--- src/rtl/cchw_pkg.sv ---
// Shared types and defaults for the octave decimator: sample type, default sizes, FSM states.
package cchw_pkg;

    localparam int unsigned N_DEF   = 16;
    localparam int unsigned OCT_DEF = 5;

    typedef logic signed [N_DEF-1:0] sample_t;

    typedef enum logic [1:0] {
        StIdle,
        StWrite,
        StWaitDft
    } state_e;

endpackage

--- src/rtl/octave_decimator_if.sv ---
// Sample-in / octave-out bundle between the decimator and its producer and octave storages.
interface octave_decimator_if #(
    parameter int unsigned N   = 16,
    parameter int unsigned OCT = 5
);

    logic signed [N-1:0]       inSample;
    logic                      inValid;
    logic                      inReady;
    logic [OCT-1:0][N-1:0]     newSample;
    logic [OCT-1:0]            writeSample;
    logic                      startDft;
    logic                      dftDone;

    // slave is the decimator side; master is the producer / DFT engine side
    modport slave (
        input  inSample, inValid, dftDone,
        output inReady, newSample, writeSample, startDft
    );

    modport master (
        output inSample, inValid, dftDone,
        input  inReady, newSample, writeSample, startDft
    );

endinterface

--- src/rtl/pair_averager.sv ---
// One decimation stage: holds every other input and emits the average of each pair.
// DECIM_ROUND_EN selects round-half-up averaging instead of floor.
module pair_averager #(
    parameter int unsigned N = 16
) (
    input  logic                clk,
    input  logic                rst,
    input  logic                valid_i,
    input  logic signed [N-1:0] data_i,
    output logic                valid_o,
    output logic signed [N-1:0] data_o
);

    logic signed [N-1:0] pend_q, pend_d;
    logic                flag_q, flag_d;
    logic signed [N:0]   sum;
    logic signed [N:0]   sum_adj;

    // One extra bit holds the full pair sum, so neither the sum nor the rounding bias can overflow
    always_comb begin
        sum = {pend_q[N-1], pend_q} + {data_i[N-1], data_i};
`ifdef DECIM_ROUND_EN
        sum_adj = sum + {{N{1'b0}}, 1'b1};
`else
        sum_adj = sum;
`endif
        data_o  = sum_adj[N:1];
        valid_o = valid_i & flag_q;
    end

    always_comb begin
        pend_d = pend_q;
        flag_d = flag_q;
        if (valid_i) begin
            flag_d = ~flag_q;
            if (!flag_q) begin
                pend_d = data_i;
            end
        end
    end

    always_ff @(posedge clk or negedge rst) begin
        if (!rst) begin
            pend_q <= '0;
            flag_q <= 1'b0;
        end else begin
            pend_q <= pend_d;
            flag_q <= flag_d;
        end
    end

endmodule

--- src/rtl/octave_decimator.sv ---
// Octave decimator: accepts one sample per pass, cascades pair averages through OCT octaves
// in the transfer cycle, strobes the updated octaves and requests a DFT pass.
module octave_decimator
    import cchw_pkg::*;
#(
    parameter int unsigned N   = N_DEF,
    parameter int unsigned OCT = OCT_DEF
) (
    input  logic               clk,
    input  logic               rst,
    octave_decimator_if.slave  bus
);

    state_e                state_q;
    logic [OCT-1:0]        write_q;
    logic                  start_q;
    logic [OCT-1:0][N-1:0] sample_q;

    logic                  xfer;
    logic                  stage_vld [OCT];
    logic signed [N-1:0]   stage_dat [OCT];
    logic [OCT-1:0]        stage_strobe;

    assign xfer         = (state_q == StIdle) && bus.inValid;
    assign stage_vld[0] = xfer;
    assign stage_dat[0] = bus.inSample;

    // Stage k fires only when stage k-1 fires, so the whole cascade settles in the transfer cycle
    for (genvar k = 1; k < OCT; k++) begin : g_oct
        pair_averager #(
            .N (N)
        ) u_avg (
            .clk     (clk),
            .rst     (rst),
            .valid_i (stage_vld[k-1]),
            .data_i  (stage_dat[k-1]),
            .valid_o (stage_vld[k]),
            .data_o  (stage_dat[k])
        );
    end

    always_comb begin
        stage_strobe = '0;
        for (int k = 0; k < int'(OCT); k++) begin
            stage_strobe[k] = stage_vld[k];
        end
    end

    always_ff @(posedge clk or negedge rst) begin
        if (!rst) begin
            state_q  <= StIdle;
            write_q  <= '0;
            start_q  <= 1'b0;
            sample_q <= '0;
        end else begin
            unique case (state_q)
                StIdle: begin
                    if (xfer) begin
                        state_q <= StWrite;
                        write_q <= stage_strobe;
                        start_q <= 1'b1;
                        for (int k = 0; k < int'(OCT); k++) begin
                            if (stage_strobe[k]) begin
                                sample_q[k] <= stage_dat[k];
                            end
                        end
                    end
                end
                StWrite: begin
                    state_q <= StWaitDft;
                    write_q <= '0;
                    start_q <= 1'b0;
                end
                StWaitDft: begin
                    if (bus.dftDone) begin
                        state_q <= StIdle;
                    end
                end
                default: begin
                    state_q <= StIdle;
                    write_q <= '0;
                    start_q <= 1'b0;
                end
            endcase
        end
    end

    assign bus.inReady     = (state_q == StIdle);
    assign bus.writeSample = write_q;
    assign bus.startDft    = start_q;
    assign bus.newSample   = sample_q;

endmodule

--- src/flat_wrapper.sv ---
// flat-port wrapper written by rule: the top's interface ports become plain ports
module octave_decimator_flat import cchw_pkg::*;
#(
    parameter int unsigned N   = N_DEF,
    parameter int unsigned OCT = OCT_DEF
)
  (clk, rst, bus_inSample, bus_inValid, bus_dftDone, bus_inReady, bus_newSample, bus_writeSample, bus_startDft);
  octave_decimator_if #(.N(N), .OCT(OCT)) bus_i ();
  input  logic clk;
  input  logic rst;
  input wire logic [$bits(bus_i.inSample)-1:0] bus_inSample;
  input wire logic [$bits(bus_i.inValid)-1:0] bus_inValid;
  input wire logic [$bits(bus_i.dftDone)-1:0] bus_dftDone;
  output wire logic [$bits(bus_i.inReady)-1:0] bus_inReady;
  output wire logic [$bits(bus_i.newSample)-1:0] bus_newSample;
  output wire logic [$bits(bus_i.writeSample)-1:0] bus_writeSample;
  output wire logic [$bits(bus_i.startDft)-1:0] bus_startDft;
  assign bus_i.inSample = bus_inSample;
  assign bus_i.inValid = bus_inValid;
  assign bus_i.dftDone = bus_dftDone;
  assign bus_inReady = bus_i.inReady;
  assign bus_newSample = bus_i.newSample;
  assign bus_writeSample = bus_i.writeSample;
  assign bus_startDft = bus_i.startDft;
  octave_decimator #(.N(N), .OCT(OCT)) u_core (.clk(clk), .rst(rst), .bus(bus_i));
endmodule
--- config.mk ---
export PLATFORM = sky130hd
export DESIGN_NAME = octave_decimator_flat
export DESIGN_NICKNAME = d
export VERILOG_FILES = /design/src/rtl/cchw_pkg.sv /design/src/rtl/octave_decimator_if.sv /design/src/rtl/pair_averager.sv /design/src/rtl/octave_decimator.sv /design/src/flat_wrapper.sv
export SDC_FILE = /design/constraint.sdc
export NUM_CORES = 1
export LEC_CHECK = 0
export ABC_AREA = 1
export CAP_MARGIN = 40
export CORE_UTILIZATION = 40
export DETAILED_ROUTE_END_ITERATION = 8
export PLACE_DENSITY_LB_ADDON = 0.12
export SYNTH_ARGS = -nofsm -noshare
export SYNTH_HDL_FRONTEND = slang
export SYNTH_SLANG_ARGS = --single-unit
--- constraint.sdc ---
create_clock -name clk -period 5.1 [get_ports clk]
set_input_delay 1.02 -clock clk [delete_from_list [all_inputs] [get_ports clk]]
set_output_delay 1.02 -clock clk [all_outputs]
set_load 0.1 [all_outputs]
After elaboration in Yosys (flattened, before gate mapping):

Cells that the tools add are included.

* $add $sub $neg: 4
* equality and inequality tests: 4
* muxes and demuxes: 7
* bitwise operators: 9
* reduce and logical (&&, ||, !) cells: 13

Operators with widths (number)
* $add 16x16->17: 4
* $reduce_and 2->1: 7
* $reduce_and 3->1: 4
* $pmux 5 s2: 1
* $pmux 2 s3: 1
* $mux 5: 1
* $not 1->1: 5
* $and 1x1->1: 4
* $mux 2: 2
* $eq 2x1->1 const B: 1
* $eq 2x2->1 const B: 1
* $logic_not 2->1: 1
* $ne 2x1->1 const B: 1
* $ne 2x2->1 const B: 1
* $pmux 1 s2: 1
* $logic_and 1x1->1: 1
* $mux 1: 1

* register bits after elaboration: 156
* input port bits: 20
* output and inout port bits: 87

Depth between registers and ports, before layout:

* depth in word-level cells: 8
* gate-level depth with buffers: 39
* gate-level depth less buffers: 39

By module:

A second synthesis with hierarchy kept.

* cell total of the unflattened synthesis: 1332
* area, all modules: 10203.5 um^2

Modules (own cells, without submodules)
* pair_averager: instances 4, cells an instance 238, area each 1651.6 um^2, seq. area each 425.4 um^2
* octave_decimator: instances 1, cells an instance 380, area each 3597.2 um^2, seq. area each 2177.1 um^2

Least setup slack after synthesis:

No wires, ideal clock.

* kind: input to register
* start point: in bus_inSample[0]
* end point: reg u_core.sample_q (netlist bit u_core.bus.newSample[78])
* library setup time: 120 ps
* arrival: 5079 ps
* setup slack: -99 ps
* stages on the path: 35
* cells stage by stage: nand2_1 -> inv_1 -> fa_1 -> nand3_1 -> nand2_1 -> nand2_1 -> nand2_1 -> nand2_1 -> nand3_1 -> and2_1 -> ha_1 -> nand2_1 -> inv_1 -> nand2_1 -> nand2_1 -> a21oi_1 -> nand3_1 -> and2_1 -> ha_1 -> nand2_1 -> inv_1 -> nand2_1 -> nand2_1 -> a21oi_1 -> nand3b_1 -> and2_1 -> ha_1 -> nand2_1 -> inv_1 -> nand2_1 -> nand2_1 -> a21oi_1 -> nand3_1 -> nand3_1 -> nand2_1

* cells in the longest elaborated chain, start to end: 4

RTL lines
* from (decl): line flat_wrapper.sv:11 `input wire logic [$bits(bus_i.inSample)-1:0] bus_inSample;`
* $add 16x16->17: line pair_averager.sv:21 `sum = {pend_q[N-1], pend_q} + {data_i[N-1], data_i};`
* named net u_core.g_oct[1].u_avg.data_o[13]: line pair_averager.sv:11 `output logic signed [N-1:0] data_o`
* $add 16x16->17: line pair_averager.sv:21
* named net u_core.g_oct[2].u_avg.data_o[13]: line pair_averager.sv:11
* $add 16x16->17: line pair_averager.sv:21
* named net u_core.g_oct[3].u_avg.data_o[13]: line pair_averager.sv:11
* $add 16x16->17: line pair_averager.sv:21
* to (signal, indexed assignment): line octave_decimator.sv:64 `sample_q[k] <= stage_dat[k];`
* to (decl): line octave_decimator.sv:17 `logic [OCT-1:0][N-1:0] sample_q;`

The timed path passes the listed nets, and every way through them passes these cells.
A chain may end at the register's enable or synchronous reset.

Final worst setup path:

* start point: in bus_inSample[3]
* end point: reg u_core.g_oct[4].u_avg.pend_q[11]

* cells in the longest elaborated chain, start to end: 3

RTL lines
* $add 16x16->17: line pair_averager.sv:21
* named net u_core.g_oct[1].u_avg.data_o[4]: line pair_averager.sv:11
* $add 16x16->17: line pair_averager.sv:21
* named net u_core.g_oct[2].u_avg.data_o[7]: line pair_averager.sv:11
* $add 16x16->17: line pair_averager.sv:21
* to (signal assigned): line pair_averager.sv:47 `pend_q <= pend_d;`
* to (decl): line pair_averager.sv:14 `logic signed [N-1:0] pend_q, pend_d;`

The timed path passes the listed nets, and every way through them passes these cells.

==> results.py <==
metrics = {
    "run_status": {
        "status": "finished, final reports clean",
    },
    "global_route": {
        "grt_overflow_total": 0,
        "grt_pass1_wl_um": 49300,
        "grt_max_degree": 83,
        "grt_antenna_before_repair": 0,
        "gr-usage-all-layers_pct": 24.2,
        "grt_pass1_vias": 10200,
    },
    "final_layout": {
        "utilization_pct": 67.8,
        "layout_commonest_cell": "nand2_1",
        "diodes": 0,
        "final_cell_mix": "nand2_1 (542), inv_1 (186), buf_4 (183), dfrtp_1 (155), clkdlybuf4s50_1 (89)",
        "fin_area_mm2": 0.0164,
        "syn_to_final_growth_pct": 67.0,
        "drive_above_1_share_pct": 34.5,
        "layout.nets": 1884,
        "n_fill_cell": 1960,
    },
    "synth": {
        "syn_inst": 1418,
        "avgSynthCellArea_um2": 6.94,
        "ys_ff_latch": 155,
        "syn_area_mm2": 0.00984,
        "ys_seq_area_share_pct": 39.4,
        "yosysWarnings": 0,
        "syn_nets": 1506,
        "yosysUniqueCellTypes": 29,
    },
    "critical_path": {
        "r2r.worst_path.cells": 33,
        "required_ns": 5.42,
        "endpoint_kind": "register",
        "crit_path_start_kind": "input pin",
        "r2r-end": "u_core.g_oct[4].u_avg.pend_q[11]",
        "critical_path_class": "input pin to register",
        "worst_path_most_repeated_cell": "buf_4",
        "regToRegStartpoint": "u_core.g_oct[1].u_avg.pend_q[0]",
        "r2r_slack_ns": 0.45,
        "setup.worst_path.start": "bus_inSample[3]",
        "slowest_stage": "ha_4",
        "critPathMaxFanout": 4,
        "critPathMaxStageDelay_ns": 0.29,
        "cp.arrival_ns": 5.27,
    },
    "clock_network": {
        "clk_pin_slew_ns": 0.07,
        "cts_sinks": 155,
        "clock_latency_ns": 0.44,
        "htree_levels": 4,
        "tritoncts": "yes",
        "cts_root_buffer": "clkbuf_16",
        "cts_buffer_depth": 2,
        "postCtsHoldBufs": 0,
        "cts_buffers": 17,
    },
    "place": {
        "place_hpwl_um": 22000,
        "placed_cell_area_mm2": 0.0140,
        "port-buffer-count": 106,
        "gp_congestion": 0.947,
    },
    "die": {
        "die_x_um": 159,
        "initial_core_util_pct": 40.6,
        "num_rows": 57,
        "core-area_mm2": 0.0242,
        "die_h_um": 159,
        "die_area_mm2": 0.0252,
        "io_pins": 107,
    },
    "sta": {
        "finalMaxSlewViolations": 0,
        "slew_headroom_pct": 47.6,
        "worst_pin_slew_ns": 0.785,
        "period_share_pct": 97.0,
        "fmax_mhz": 202,
        "hold_violations": 0,
        "setup_viol": 0,
        "finClkSkew_ns": 0.0153,
        "period_minus_slack_ns": 4.95,
    },
    "drt": {
        "ant_nets": 0,
        "drt_pass1_iterations": 4,
        "postRouteWirelength_um": 30200,
        "wl_per_cell_um": 14.2,
        "drt-initial-drc-count": 421,
        "vias": 10100,
        "drc": 0,
        "viasPerCell": 4.71,
    },
    "min_path": {
        "min_from": "u_core.bus.newSample[25]",
        "whs_path_depth": 2,
        "min_to": "u_core.bus.newSample[25]",
        "hp-class": "register to register",
    },
    "run": {
        "maxCapViolations": 0,
    },
}
==> registers in the layout (all words and copies together), names as in the netlist <==
| name | count |
|---|---|
| u_core.bus.newSample | 80 |
| u_core.bus.writeSample | 5 |
| u_core.g_oct.u_avg.flag_q | 4 |
| u_core.g_oct.u_avg.pend_q | 64 |
| u_core.state_q | 2 |
==> layer usage <==
| layer | GRT usage [%] | routed length (um) | share of wire [%] | vias to the layer above |
|---|---|---|---|---|
| met5 | 0 | 0 | 0 | - |
| met1 | 28.9 | 12700 | 42 | 4774 |
| met3 | 3.27 | 709 | 2.3 | 49 |
| li1 | - | - | - | 5079 |
| met4 | 7.28 | 619 | 2.0 | 0 |
| met2 | 44.9 | 16200 | 54 | 148 |
==> timing repair <==
item / CTS / global route
gates resized for setup: 175 / 205
pin swaps: 53 / 94
buffers inserted: 23 / 7
endpoints found under the setup margin: 13 / 13
==> logic make-up (layout without fill, tap and decap cells) <==
family / Yosys count / in the layout / synth area share (%)
AOI/OAI and AO/OA: 90 / 90 / 4.63
xor gates and xnor gates: 25 / 25 / 2.23
adders and majority gates: 68 / 68 / 8.96
buffers and inverters: 238 / 629 / 9.27
DFF: 155 / 155 / 39.4
and+or+nand+nor: 842 / 842 / 35.5
==> cells in the mapped netlist (all sizes together) <==
cell	number	area share (%)
or2	4	0.25
a21oi	39	2.0
dfrtp	155	39
clkinv	1	0.051
xnor2	4	0.36
nand2	652	25
o21bai	1	0.076
nand3	94	4.8
ha	64	8.1
nor2	38	1.9
inv	212	8.1
clkbuf	11	0.42
buf	14	0.71
o21a	1	0.076
and2	30	1.9
nand3b	10	0.76
fa	4	0.81
xor2	21	1.9
nor3	13	0.66
o21ai	49	2.5
nand4	1	0.064
==> worst max-delay path: cells and delay by family <==
kind                     cells  cell delay (ns)
adder cells (fa/ha/maj)      3             0.80
buffers and inverters       14             1.69
XOR/XNOR                     2             0.39
AND/OR/NAND/NOR             12             1.06
AO/OA/AOI/OAI                2             0.27
==> area by class of cell <==
| type | count | area [um^2] | area share (%) |
|---|---|---|---|
| Clock inverter | 14 | 148 | 0.899 |
| Multi-Input combinational cell | 1025 | 6770 | 41.2 |
| Sequential cell | 155 | 3880 | 23.6 |
| Timing Repair Buffer | 384 | 3990 | 24.3 |
| Tap cell | 324 | 405 | 2.47 |
| Clock buffer | 18 | 439 | 2.67 |
| Inverter | 213 | 801 | 4.87 |
==> stage by stage <==
stage | cells | setup TNS, ns | setup WS, ns | hold slack [ns]
final | 2133 | 0 | 0.152 | 0.480
after global routing | 2133 | -0.474 | -0.0901 | 0.501
after CTS | 2126 | 0 | 0.00932 | 0.482
after detailed placement | 2071 | -12.05 | -1.03 | 0.464
after global placement | 1983 | -11.71 | -1.02 | 0.456
after floorplan | 1418 | 0 | 0.000211 | 0.442
==> how the worst max path moves through the flow <==
| stage | to |
|---|---|
| 3_5_place_dp | u_core.bus.newSample[79] |
| 5_1_grt | u_core.bus.newSample[78] |
| 2_1_floorplan | u_core.bus.newSample[71] |
| 3_3_place_gp | u_core.bus.newSample[79] |
| 4_1_cts | u_core.bus.newSample[79] |
| 6_report | u_core.g_oct[4].u_avg.pend_q[11] |
Power is not shown: default switching activity piles up to over one toggle a cycle in this logic, so the estimate is an artifact.
